### config.mk
export PLATFORM = sky130hd
export DESIGN_NAME = sap_control_sequencer
export DESIGN_NICKNAME = d
export VERILOG_FILES = /design/src/rtl/sap_pkg.sv /design/src/rtl/sap_ring_counter.sv /design/src/rtl/sap_control_sequencer.sv
export SDC_FILE = /design/constraint.sdc
export NUM_CORES = 1
export LEC_CHECK = 0
export CAP_MARGIN = 5
export CORE_MARGIN = 2
export CORE_UTILIZATION = 43
export DETAILED_ROUTE_END_ITERATION = 8
export PLACE_DENSITY = 0.78
export RECOVER_POWER = 100
export SLEW_MARGIN = 40
export SYNTH_ARGS = -nofsm -noshare
export SYNTH_HDL_FRONTEND = slang
export SYNTH_HIERARCHICAL = 1
export SYNTH_SLANG_ARGS = --single-unit
### constraint.sdc
create_clock -name clk -period 2.74 [get_ports clk]
set_input_delay 0.548 -clock clk [delete_from_list [all_inputs] [get_ports clk]]
set_output_delay 0.548 -clock clk [all_outputs]
set_load 0.01 [all_outputs]
### src/rtl/sap_pkg.sv
// Shared definitions for the SAP control sequencer: opcodes, T-state encodings
// and the packed control word that drives the rest of the bus machine.
package sap_pkg;

  localparam logic [3:0] OP_LDA = 4'b0000;
  localparam logic [3:0] OP_ADD = 4'b0001;
  localparam logic [3:0] OP_SUB = 4'b0010;
  localparam logic [3:0] OP_OUT = 4'b1110;
  localparam logic [3:0] OP_HLT = 4'b1111;

  localparam logic [5:0] T1 = 6'b000001;
  localparam logic [5:0] T2 = 6'b000010;
  localparam logic [5:0] T3 = 6'b000100;
  localparam logic [5:0] T4 = 6'b001000;
  localparam logic [5:0] T5 = 6'b010000;
  localparam logic [5:0] T6 = 6'b100000;

  typedef struct packed {
    logic Cp;
    logic Ep;
    logic nLm;
    logic nCE;
    logic nLi;
    logic nEi;
    logic nLa;
    logic Ea;
    logic sub;
    logic Eu;
    logic nLb;
    logic nLo;
  } cw_t;

  // Every active-low strobe high, every active-high strobe low.
  localparam cw_t CW_IDLE = '{
    Cp: 1'b0, Ep: 1'b0, nLm: 1'b1, nCE: 1'b1, nLi: 1'b1, nEi: 1'b1,
    nLa: 1'b1, Ea: 1'b0, sub: 1'b0, Eu: 1'b0, nLb: 1'b1, nLo: 1'b1
  };

endpackage

### src/rtl/sap_ring_counter.sv
// Six-state one-hot T-state ring. Steps on advance, jumps back to T1 when
// restart accompanies advance, and wraps T6 -> T1 on its own.
module sap_ring_counter
  import sap_pkg::*;
(
  input  logic       clk,
  input  logic       rst,
  input  logic       advance,
  input  logic       restart,
  output logic [5:0] t_state
);

  // NOTE: sequential state is written with non-blocking assignments so every
  // flop samples pre-edge values regardless of process evaluation order.
  always_ff @(posedge clk) begin
    if (rst) begin
      t_state <= T1;
    end else if (advance) begin
      t_state <= restart ? T1 : {t_state[4:0], t_state[5]};
    end
  end

endmodule

### src/rtl/sap_control_sequencer.sv
// SAP control unit: instruction register, halt flag and the microcode decode
// that turns (T-state, opcode) into the machine's control word.
module sap_control_sequencer
  import sap_pkg::*;
#(
  parameter int SKIP_IDLE = 1,
  parameter int OPW       = 4,
  parameter int ADW       = 4
) (
  input  logic           clk,
  input  logic           rst,
  input  logic           run,
  input  logic [7:0]     bus_in,
  output logic [ADW-1:0] ir_operand,
  output logic [5:0]     t_state,
  output logic           Cp,
  output logic           Ep,
  output logic           nLm,
  output logic           nCE,
  output logic           nLi,
  output logic           nEi,
  output logic           nLa,
  output logic           Ea,
  output logic           sub,
  output logic           Eu,
  output logic           nLb,
  output logic           nLo,
  output logic           halted
);

  logic [OPW+ADW-1:0] ir;
  logic [OPW-1:0]     opcode;
  logic               active;
  logic               last_state;
  logic               hlt_now;
  logic               advance;
  cw_t                cw;
  cw_t                cw_out;

  assign opcode     = ir[OPW+ADW-1 -: OPW];
  assign ir_operand = ir[ADW-1:0];
  assign active     = run && !halted;
  assign advance    = active && !hlt_now;

  sap_ring_counter u_ring (
    .clk     (clk),
    .rst     (rst),
    .advance (advance),
    .restart (last_state),
    .t_state (t_state)
  );

  // NOTE: the reset branch clears IR and halt synchronously; there is no
  // memory here, only two small registers, so everything gets a reset value.
  always_ff @(posedge clk) begin
    if (rst) begin
      ir     <= '0;
      halted <= 1'b0;
    end else if (active) begin
      if (t_state == T3) ir <= bus_in;
      if (hlt_now)       halted <= 1'b1;
    end
  end

  // NOTE: every signal written here gets its default first, so no path can
  // leave one unassigned and infer a latch.
  always_comb begin
    cw         = CW_IDLE;
    last_state = 1'b0;
    hlt_now    = 1'b0;
    unique case (t_state)
      T1: begin
        cw.Ep  = 1'b1;
        cw.nLm = 1'b0;
      end
      T2: cw.Cp = 1'b1;
      T3: begin
        cw.nCE = 1'b0;
        cw.nLi = 1'b0;
      end
      T4: begin
        case (opcode)
          OP_LDA, OP_ADD, OP_SUB: begin
            cw.nLm = 1'b0;
            cw.nEi = 1'b0;
            cw.sub = (opcode == OP_SUB);
          end
          OP_OUT: begin
            cw.Ea      = 1'b1;
            cw.nLo     = 1'b0;
            last_state = (SKIP_IDLE != 0);
          end
          OP_HLT:  hlt_now    = 1'b1;
          default: last_state = (SKIP_IDLE != 0);
        endcase
      end
      T5: begin
        case (opcode)
          OP_LDA: begin
            cw.nCE     = 1'b0;
            cw.nLa     = 1'b0;
            last_state = (SKIP_IDLE != 0);
          end
          OP_ADD, OP_SUB: begin
            cw.nCE = 1'b0;
            cw.nLb = 1'b0;
            cw.sub = (opcode == OP_SUB);
          end
          default: ;
        endcase
      end
      T6: begin
        if (opcode == OP_ADD || opcode == OP_SUB) begin
          cw.Eu  = 1'b1;
          cw.nLa = 1'b0;
          cw.sub = (opcode == OP_SUB);
        end
      end
      default: ;
    endcase
  end

  assign cw_out = active ? cw : CW_IDLE;

  assign Cp  = cw_out.Cp;
  assign Ep  = cw_out.Ep;
  assign nLm = cw_out.nLm;
  assign nCE = cw_out.nCE;
  assign nLi = cw_out.nLi;
  assign nEi = cw_out.nEi;
  assign nLa = cw_out.nLa;
  assign Ea  = cw_out.Ea;
  assign sub = cw_out.sub;
  assign Eu  = cw_out.Eu;
  assign nLb = cw_out.nLb;
  assign nLo = cw_out.nLo;

endmodule

Word level (Yosys, flattened, before mapping)
Cells that the tools add are included.
- register bits: 15
- latch bits: 0
- bits in writable memories: 0
- bits in read-only memories: 0
- output and inout bits: 23
- logic and storage cells: 52
- memories: 0
- add/subtract/negate cells: 0
- multiply operators: 0
- divide/modulo/power cells: 0
- order comparisons: 0
- equal/unequal tests: 10
- shift-type cells: 0
- mux-type cells: 28
- bitwise operators: 0
- reduce and logical (&&, ||, !) cells: 11
- operators with widths (kind ; number):
    $mux 1 ; 20
    $mux 12 ; 1
    $eq 4x4->1 const B ; 2
    $pmux 1 s2 ; 4
    $eq 6x1->1 const B ; 1
    $eq 6x2->1 const B ; 1
    $eq 6x3->1 const B ; 1
    $eq 6x4->1 const B ; 1
    $eq 6x5->1 const B ; 1
    $eq 6x6->1 const B ; 1
    $mux 6 ; 1
    $eq 4x1->1 const B ; 1
    $eq 4x2->1 const B ; 1
    $logic_not 4->1 ; 1
    $reduce_and 2->1 ; 2
    $reduce_or 4->1 ; 1
    $pmux 1 s3 ; 1
    $reduce_or 3->1 ; 1
    $logic_and 1x1->1 ; 2
    $logic_not 1->1 ; 2
    $mux 2 ; 1
    $reduce_or 2->1 ; 1
    $logic_or 1x1->1 ; 1

Depth between registers and ports, before layout
- depth in word-level cells: 5
- mapped depth: 7

Hierarchy
The synthesis kept the hierarchy.
- modules (own cells, without submodules) (module ; times used ; cells each ; area each (um^2) ; sequential area each (um^2)):
    sap_control_sequencer ; 1 ; 86 ; 679.4 ; 180.2
    sap_ring_counter ; 1 ; 26 ; 236.5 ; 120.1

Worst setup path after synthesis
Ideal clock, no wire load.
- path kind: input to output
- start: input run
- end: output nLm
- arrival: 1.322 ns
- required time: 2.192 ns
- slack: 0.870 ns
- stages on the path: 3
- buffers on the path: 0
- path through: nor2b_1 nand2_1 or4_1
- cells in the longest elaborated chain, start to end: 2
- ends and longest elaborated chain (what ; line ; text):
    start, declared ; sap_control_sequencer.sv:12 ; input logic run,
    $logic_and 1x1->1 ; sap_control_sequencer.sv:42 ; assign active = run && !halted;
    $mux 12 ; sap_control_sequencer.sv:123 ; assign cw_out = active ? cw : CW_IDLE;
    end, declared ; sap_control_sequencer.sv:18 ; output logic nLm,
Every way passes these cells.

Worst setup path in the final report
- start: input run
- end: output nLb
- cells in the longest elaborated chain, start to end: 2
- ends and longest elaborated chain (what ; line ; text):
    $logic_and 1x1->1 ; sap_control_sequencer.sv:42 ;
    $mux 12 ; sap_control_sequencer.sv:123 ;
    end, declared ; sap_control_sequencer.sv:26 ; output logic nLb,
Every way passes these cells.

==> flow_metrics.tcl <==
set metrics [dict create \
    worstPathMaxFanout 3 \
    syn_avg_cell_area_um2 8.18 \
    clockRootBuffer "clkbuf_4" \
    vias 933 \
    worst_pin_slew_ps 594 \
    period_needed_ps 2670 \
    grt_util_all_layers 0.206 \
    portBuffers 33 \
    wl_per_cell_um 14.3 \
    use_met1 0.237 \
    gp_congestion 0.881 \
    max_clock_freq_mhz 374 \
    pwr_density_cell_nw_per_um2 332 \
    ir_worst_vdd_mv 0.310 \
    io_pins 34 \
    firstDrtPassIters 5 \
    yosysUniqueCellTypes 34 \
    power_uw 432 \
    finalNonFillerCells 172 \
    cpPeakStageDelay_ps 500 \
    postPlaceCellArea_um2 1250 \
    drc 0 \
    worstPathArrival_ps 2120 \
    die_x_um 50.2 \
    post-dp-hpwl_mm 1.71 \
    syn2layout_area_growth_pct 42.1 \
    clockBufferDepth 2 \
    antenna_found_initial 0 \
    met3_usage 0.0417 \
    ys_seq_elements 15 \
    r2r_slack_ps 810 \
    cts_made_buffers 3 \
    status "complete, no violations" \
    grt_max_degree 18 \
    grt_pass1_vias 897 \
    rsz0062_at_grt "true" \
    dp_slack_ps -127 \
    core_area_um2 1980 \
    syn_nets 123 \
    cap_violations 0 \
    worst-path-buf-inv 3 \
    fin_crit_sh 0.975 \
    yosys.area.top_type "dfxtp_1" \
    worstPathRequired_ps 2190 \
    relSlewSlack 0.603 \
    finalHoldViolCount 0 \
    worstSetupEndpoint "nLb" \
    ant_nets 0 \
    nFillCells 165 \
    ff2ff_path_depth 6 \
    die_y_um 50.2 \
    worstReg2RegStart "u_ring/t_state[3]" \
    cpLargestDelayFamily "buffers and inverters" \
    worst_path_max_delay_cell "clkdlybuf4s50_1" \
    met2_usage 0.364 \
    crit_top_cell "clkdlybuf4s50_1" \
    cts_sinks 15 \
    busiest_layer "met2" \
    path_depth 6 \
    fin_worst_skew_ps 9.03 \
    min_path_type "register to register" \
    synth_cells 112 \
    wl_mm 2.46 \
    yosysWarnings 6 \
    netlist_area_um2 916 \
    grt_pass1_wl_mm 3.99 \
    drt_iter0_markers 21 \
    yosysTopAreaCellShare 0.328 \
    start_kind "primary input" \
    rows 16 \
    end_kind "primary output" \
    clkTransAtPathRegs_ps 90 \
    gr-total-overflow 0 \
    cts_hold_buf 0 \
    report.final.slew_viol_count 0 \
    cts_tree "built" \
    cts_setup_buffers 0 \
    ys_seq_area_frac 0.328 \
    fin_util 0.657 \
    critPathKind "primary input to primary output" \
    dp_cells 168 \
    setup_slack_ps 68.6 \
    clkLatencyLatePin_ps 290 \
    crit_chain "clkdlybuf4s50_1, nand2b_1, nor3_2, buf_4, nand3b_1, clkdlybuf4s50_1" \
    critPathLaunch "run" \
    start_util 0.462 \
    reg2reg_to "u_ring/t_state[5]" \
    h-tree-depth 1 \
    finalInstanceArea_um2 1300 \
    antenna_cells 0 \
    die-area_um2 2520 \
    setup_viol 0 \
    drive_above_1_share 0.110 \
    leakage_nw 0.571 \
    synth_top_cells_by_area "dfxtp_1 (33%), mux2i_1 (8.7%), nor2_1 (6.1%), o32ai_1 (4.8%), nand2_1 (4.5%)" \
    nNetsFinal 157 \
    via_per_inst 5.42 \
]
repair_timing:
item                                    in CTS  in global routing
resized for setup                            6                  7
pin swaps                                    1                  1
endpoints found under the setup margin       5                  4
stage by stage:
stage	hold slack, ps	setup TNS [ps]
6_report	501	0
5_1_grt	536	-39.2
2_1_floorplan	465	0
3_3_place_gp	475	-216
4_1_cts	516	0
3_5_place_dp	493	-362
state kept, by name (all words and copies together), names as in the netlist:
name,count
u_ring/t_state,6
ir,8
halted,1
placed cells by master (no fill, tap or decap), types with 2 or more instances in the layout:
cell type / netlist / layout
and3_1: 2 / 2
a21oi_1: 3 / 3
buf_4: 4 / 6
nand2_1: 11 / 11
dfxtp_1: 15 / 15
clkdlybuf4s50_1: 0 / 18
nor2_1: 15 / 15
inv_1: 7 / 7
clkbuf_4: 0 / 3
and3b_1: 2 / 2
a22oi_1: 2 / 2
mux2i_1: 8 / 8
nand3_1: 2 / 2
nand2b_1: 4 / 4
o32ai_1: 5 / 5
dlygate4sd3_1: 0 / 6
a31oi_1: 3 / 3
nor3_1: 6 / 5
dlygate4sd2_1: 0 / 4
dlymetal6s2s_1: 0 / 5
Yosys cell counts:
| master | instances |
|---|---|
| dfxtp_1 | 15 |
| nor2_1 | 15 |
| nand2_1 | 11 |
| mux2i_1 | 8 |
| inv_1 | 7 |
| nor3_1 | 6 |
| o32ai_1 | 5 |
| buf_4 | 4 |
| nand2b_1 | 4 |
| a21oi_1 | 3 |
| a31oi_1 | 3 |
| buf_6 | 3 |
| a22oi_1 | 2 |
| and3_1 | 2 |
| and3b_1 | 2 |
| clkbuf_1 | 2 |
| nand3_1 | 2 |
| nor4b_1 | 2 |
| a21boi_1 | 1 |
| and2_1 | 1 |
| and2b_1 | 1 |
| buf_1 | 1 |
| mux2_2 | 1 |
| nand3b_1 | 1 |
| nand4_1 | 1 |
| nand4b_1 | 1 |
| nor2b_1 | 1 |
| nor4_2 | 1 |
| nor4_4 | 1 |
| o21ai_1 | 1 |
| o22ai_1 | 1 |
| or2_4 | 1 |
| or4_1 | 1 |
| xnor2_1 | 1 |
area by class of cell:
| type | count | area (µm²) | share of cell area |
|---|---|---|---|
| Inverter | 7 | 26.3 | 0.0202 |
| Clock inverter | 1 | 5.00 | 0.00385 |
| Sequential cell | 15 | 300 | 0.231 |
| Tap cell | 27 | 33.8 | 0.0260 |
| Timing Repair Buffer | 39 | 383 | 0.294 |
| Multi-Input combinational cell | 80 | 531 | 0.408 |
| Clock buffer | 3 | 22.5 | 0.0173 |
how the worst min path moves through the flow:
stage	start	depth (start not counted)	endpoint	slack, ps
2_1_floorplan	ir[0]	2	ir[0]	460
3_3_place_gp	ir[3]	2	ir[3]	470
3_5_place_dp	ir[0]	2	ir[0]	490
4_1_cts	ir[0]	2	ir[0]	520
5_1_grt	ir[0]	2	ir[0]	540
6_report	ir[1]	2	ir[1]	500
kinds of logic (layout without fill, tap and decap cells):
family,count (synthesis),in the layout,synth area share
mux,9,9,0.0997
buf+inv,17,50,0.111
xor+xnor,1,1,0.00956
simple gates,54,54,0.331
flops,15,15,0.328
compound gates,16,16,0.122
layer usage:
metal  vias up  part of all wire
li1        459                 -
met1       439              0.39
met2        31              0.56
met3         4             0.047
met4         0             0.012
met5         -                 0
power by group:
part | internal (mW) | leakage (nW) | switching, mW | total, mW
Clock | 0.0543 | 0.0177 | 0.0723 | 0.127
Combinational | 0.0414 | 0.432 | 0.0306 | 0.0720
Sequential | 0.222 | 0.122 | 0.0116 | 0.234
Total | 0.318 | 0.571 | 0.115 | 0.432
worst min-delay path: cells and delay by family, from the launching register on:
kind	cells	cell delay, ps
mux	1	60
simple gates	1	80
flops	1	330
(Power assumes the default switching activity.)
